===== src/rtl/deser16_word_assembler.sv =====
// Serial-to-parallel 16-bit word assembler, double-buffered valid/ready out.
// Define DESER16_PARITY_EN for a trailing even-parity bit and parity_err.
module deser16_word_assembler #(
  parameter int WIDTH     = 16,
  parameter bit MSB_FIRST = 1'b1
) (
  input  logic             clk,
  input  logic             reset,
  input  logic             sin,
  input  logic             sin_valid,
  input  logic             sof,
  output logic [WIDTH-1:0] word_out,
  output logic             word_valid,
  input  logic             word_ready,
  output logic [4:0]       bit_count,
  output logic             overrun,
  output logic             busy
`ifdef DESER16_PARITY_EN
  ,
  output logic             parity_err
`endif
);

  typedef enum logic {
    IDLE,
    SHIFT
  } state_t;

`ifdef DESER16_PARITY_EN
  localparam logic [4:0] LAST = 5'd16;
`else
  localparam logic [4:0] LAST = 5'd15;
`endif

  state_t           state;
  logic [WIDTH-1:0] shreg;
  logic [WIDTH-1:0] shifted;
  logic [WIDTH-1:0] first;
  logic [WIDTH-1:0] done_word;
  logic             complete;
  logic             load;

  always_comb begin
    if (MSB_FIRST) begin
      shifted = {shreg[WIDTH-2:0], sin};
      first   = {{(WIDTH-1){1'b0}}, sin};
    end else begin
      shifted = {sin, shreg[WIDTH-1:1]};
      first   = {sin, {(WIDTH-1){1'b0}}};
    end
`ifdef DESER16_PARITY_EN
    // Last serial bit is parity; data is already complete in shreg.
    done_word = shreg;
`else
    done_word = shifted;
`endif
    complete = sin_valid && !sof
            && (bit_count == LAST);
    load = complete
        && (!word_valid || word_ready);
  end

  assign busy = (state == SHIFT);

  always_ff @(posedge clk) begin
    if (reset) begin
      state      <= IDLE;
      shreg      <= '0;
      bit_count  <= '0;
      word_out   <= '0;
      word_valid <= 1'b0;
      overrun    <= 1'b0;
`ifdef DESER16_PARITY_EN
      parity_err <= 1'b0;
`endif
    end else begin
      if (sin_valid) begin
        unique case (1'b1)
          sof: begin
            shreg     <= first;
            bit_count <= 5'd1;
            state     <= SHIFT;
          end
          complete: begin
            shreg     <= '0;
            bit_count <= '0;
            state     <= IDLE;
          end
          default: begin
            shreg     <= shifted;
            bit_count <= bit_count + 5'd1;
            state     <= SHIFT;
          end
        endcase
      end
      // Completion into a full buffer drops the word.
      if (load) begin
        word_out   <= done_word;
        word_valid <= 1'b1;
`ifdef DESER16_PARITY_EN
        parity_err <= (^shreg) ^ sin;
`endif
      end else if (complete) begin
        overrun <= 1'b1;
      end else if (word_valid && word_ready) begin
        word_valid <= 1'b0;
      end
    end
  end

endmodule


===== config.mk =====
export PLATFORM = sky130hd
export DESIGN_NAME = deser16_word_assembler
export DESIGN_NICKNAME = d
export VERILOG_FILES = /design/src/rtl/deser16_word_assembler.sv
export SDC_FILE = /design/constraint.sdc
export NUM_CORES = 1
export LEC_CHECK = 0
export CORE_MARGIN = 3
export CORE_UTILIZATION = 46
export DETAILED_ROUTE_END_ITERATION = 7
export GPL_TIMING_DRIVEN = 0
export PLACE_DENSITY = 0.74
export SKIP_LAST_GASP = 1
export SLEW_MARGIN = 20
export SYNTH_ARGS = -nofsm -noshare
export SYNTH_HDL_FRONTEND = slang
export SYNTH_SLANG_ARGS = --single-unit
export TNS_END_PERCENT = 100

===== constraint.sdc =====
create_clock -name clk -period 1.7 [get_ports clk]
set_input_delay 0.34 -clock clk [delete_from_list [all_inputs] [get_ports clk]]
set_output_delay 0.34 -clock clk [all_outputs]
set_load 0.01 [all_outputs]

After elaboration in Yosys (flattened, before gate mapping)
Index checks and enable logic that the tools add are counted.
{"block": "totals", "mem_count": 0, "latchBits": 0, "inputBits": 6, "ram_bits": 0, "elab_cells": 26, "register_bits": 39, "mem_bits_ro": 0}
{"block": "op_classes", "n_mul": 0, "n_eq_ne": 2, "bitwise_logic": 1, "n_reduce_logical": 10, "shifts": 0, "order_cmp": 0, "n_addsub": 1, "div_mod_pow": 0, "muxes": 6}
{"cell": "$pmux W15 S2", "count": 1}
{"cell": "$pmux W5 S2", "count": 1}
{"cell": "$add A5 B1 Y5 const B", "count": 1}
{"cell": "$eq A5 B4 Y1 const B", "count": 1}
{"cell": "$logic_and A1 B1 Y1", "count": 4}
{"cell": "$mux W1", "count": 4}
{"cell": "$reduce_and A2 Y1", "count": 2}
{"cell": "$logic_not A1 Y1", "count": 2}
{"cell": "$ne A2 B1 Y1 const B", "count": 1}
{"cell": "$reduce_bool A2 Y1", "count": 1}
{"cell": "$logic_or A1 B1 Y1", "count": 1}
{"cell": "$not A1 Y1", "count": 1}

Logic depth before layout (Yosys ltp)
{"block": "logic_depth", "ltp_word": 6, "depth_mapped": 8, "depth_no_buf": 6}

Worst setup path before layout
Ideal clock, no wire load.
{"block": "synth_path", "path_type": "reg-to-reg", "from": "register bit_count[0]", "to": "register word_out[10]", "period_less_slack_ps": 1894, "slack_ps": -194, "path_stages_with_launch": 9, "required_ps": 1628, "arrival_time_ps": 1822, "cell_sequence": "dfxtp_1 ha_1 and3_1 ha_1 and3b_2 nor2b_4 buf_6 buf_6 mux2i_1"}
{"block": "synth_via", "elab_chain_cells": 3}
{"element": "start: declaration", "line": "15", "text": "output logic [4:0] bit_count,"}
{"element": "start signal: assignment", "line": "91", "text": "bit_count <= bit_count + 5'd1;"}
{"element": "$eq A5 B4 Y1", "line": "58", "text": "&& (bit_count == LAST);"}
{"element": "$logic_and A1 B1 Y1", "line": "58"}
{"element": "$logic_and A1 B1 Y1", "line": "60", "text": "&& (!word_valid || word_ready);"}
{"element": "end signal: assignment", "line": "98", "text": "word_out <= done_word;"}
{"element": "end: declaration", "line": "12", "text": "output logic [WIDTH-1:0] word_out,"}
No other way between the ends.
A chain may end at the register's enable or synchronous reset.

Final worst setup path
{"block": "layout_path", "from": "register bit_count[1]", "to": "register word_out[7]"}
The elaborated chain is that of the path after synthesis.

==> impl_metrics.toml <==
[detailed_routing]
wl_um = 3520
drc = 0
viasPerCell = 4.95
drt_pass1_iterations = 4
drt.antenna.violating_nets = 0
drt_iter0_drc = 26
vias = 1341
wl_per_cell_um = 13.0

[setup_path]
crit_family = "simple AND/OR/NAND/NOR gates"
cp.arrival_ns = 2.04
cp_max_fo = 8
crit_path_frequent_cell = "ha_4"
critical_path_required_ns = 1.98
crit_buf_inv = 2
crit_chain = "ha_4 > and3_4 > ha_4 > and3b_2 > nor2b_4 > buf_6 > clkbuf_16 > mux2i_1"
setup.worst_path.start_class = "register"
critPathKind = "register to register"
critPathCaptureType = "register"
cpPeakStageDelay_ns = 0.38
crit_slowest_cell = "dfxtp_4"

[global_route]
grt_pass1_wl_um = 5570
antenna_found_initial = 0
grt_overflow = 0
grt_util_all_layers_pct = 17.1
grt_pass1_vias = 1289
grt_max_degree = 11

[outcome]
violations = "setup timing"
status = "finished with violations"

[timing]
slew-limit-headroom_pct = 69.9
skew_ns = 0.00651
post-route-period-util_pct = 104
setup_viol = 15
hold_viol_final = 0
slew_violations = 0
fmax_ghz = 0.568
worstMarginPinSlew_ns = 0.452
fin_crit_ns = 1.76
rsz0062_at_grt = "yes"
tns_ns = -0.547
fin_ws_ns = -0.0611

[floorplanning]
die_w_um = 65.6
die_area_um2 = 4300
start_util_pct = 48.2
io_pins = 30
core_area_um2 = 3390
num_rows = 21
die_h_um = 65.6

[pwr]
power_density_nw_per_um2 = 660
p_leak_nw = 0.792
ir_worst_vdd_uv = 387

[place]
numPortBuffers = 28
gp_congestion = 0.848
placed_cells = 249
postPlaceCellArea_um2 = 2010
dp_hpwl_um = 2360
pre_cts_slack_ns = -0.284

[layout]
fin_nets = 234
insertedDiodeCount = 0
layout_common_cells = "dfxtp_1 (36), nand2b_1 (34), clkdlybuf4s50_1 (27)"
fin_area_um2 = 2220
drive_gt1_share_pct = 15.1
area_growth_pct = 35.7
final_common_cell = "dfxtp_1"
finalNonFillerCells = 271

[synthesis]
async_flop_share_pct = 0
synth_seq_cells = 39
syn_nets = 183
syn_avg_cell_area_um2 = 9.34
netlist_area_um2 = 1630
synthesis.instances = 175
synth_seq_area_share_pct = 47.8
synth_edf_count = 0
synth_warnings = 0
yosys_most_used_dff = "dfxtp_1"
ys_types = 23

[clock_network]
cts_buffers = 5
hold_buffers = 0
cts_tree = "yes"
clk_pin_slew_ns = 0.11
clock-root-buffer = "clkbuf_4"
clock_latency_ns = 0.35
cts_sinks = 39
cts_max_level = 2
clockBufferDepth = 2

[job]
cap_violations = 0

[hold_path]
hold_class = "register to register"
## through the flow
step	hold slack [ns]	power (W)	utilization, %
after global routing	0.499	0.00151	65.4
after global placement	0.457	0.00104	59.3
after CTS	0.480	0.00146	61.7
after floorplan	0.448	0.00100	-
final	0.476	0.00146	65.4
after detailed placement	0.462	0.00104	59.3
## worst paths after layout
path / cells after the start / slack (ns) / to / from
max reg2reg: 8 / -0.06 / word_out[7] / bit_count[1]
max: 8 / -0.06 / word_out[7] / bit_count[1]
min: 2 / 0.48 / word_out[6] / word_out[6]
min reg2reg: 2 / 0.48 / word_out[6] / word_out[6]
## worst reg2reg max path, stage by stage, from the launching register on
cell and delay (ns):
dfxtp_4 0.38, ha_4 0.14, and3_4 0.19, ha_4 0.17, and3b_2 0.21, nor2b_4 0.14, buf_6 0.15, clkbuf_16 0.16
mux2i_1 0.17
## cell usage after synthesis (2+ instances only)
library cell | number | share of area [%]
a21oi_1 | 18 | 5.5
nand2b_1 | 34 | 13
nand2_1 | 2 | 0.46
nor2_1 | 22 | 5.1
ha_1 | 2 | 1.5
mux2i_1 | 17 | 10
nor3_1 | 3 | 0.92
nor2b_1 | 16 | 6.1
dfxtp_1 | 39 | 48
buf_6 | 2 | 1.4
clkbuf_1 | 7 | 1.6
buf_2 | 2 | 0.61
## kinds of logic after synthesis
| kind of cell | share of synthesized area, % |
|---|---|
| AOI/OAI and AO/OA | 6.89 |
| xor gates and xnor gates | 0.536 |
| adders and majority gates | 1.53 |
| buffers and inverters | 3.83 |
| DFF | 47.8 |
| muxes | 10.4 |
| and+or+nand+nor | 29.0 |
## state kept, by name, indices dropped and copies added, names as in the netlist
signal / flops
word_valid: 1
bit_count: 5
word_out: 16
busy: 1
shreg: 15
overrun: 1
## report_power, final
part	internal, W	switching [W]	leakage, nW
clock	0.000147	0.000282	0.0242
sequential	0.000919	0.00000556	0.317
combinational	0.0000544	0.0000541	0.451
## timing repair
| item | 4_1_cts | 5_1_grt |
|---|---|---|
| endpoints found under the setup margin | 22 | 25 |
| endpoints found under the hold margin | 0 | 0 |
| resized for setup | 4 | 5 |
| pin swaps | 0 | 2 |
| setup buffers | 3 | 11 |
| cloned | 0 | 2 |
## final cells by class
| type | instances | area, um^2 |
|---|---|---|
| tap | 46 | 57.6 |
| multi-input combinational | 124 | 827 |
| sequential | 39 | 790 |
| timing repair buffer | 44 | 424 |
| inverter | 1 | 3.75 |
| buffer | 11 | 73.8 |
| fill | 282 | 1170 |
| clock buffer | 6 | 41.3 |
## routing by layer
metal | share of wire, % | vias up | track usage, %
met4 | 1.6 | 0 | 7.77
met2 | 50 | 29 | 27.8
met1 | 45 | 632 | 19.8
met5 | 0 | - | 0
met3 | 3.6 | 5 | 6.32
li1 | - | 675 | -
Note: power is estimated with default switching activity, not from simulation.
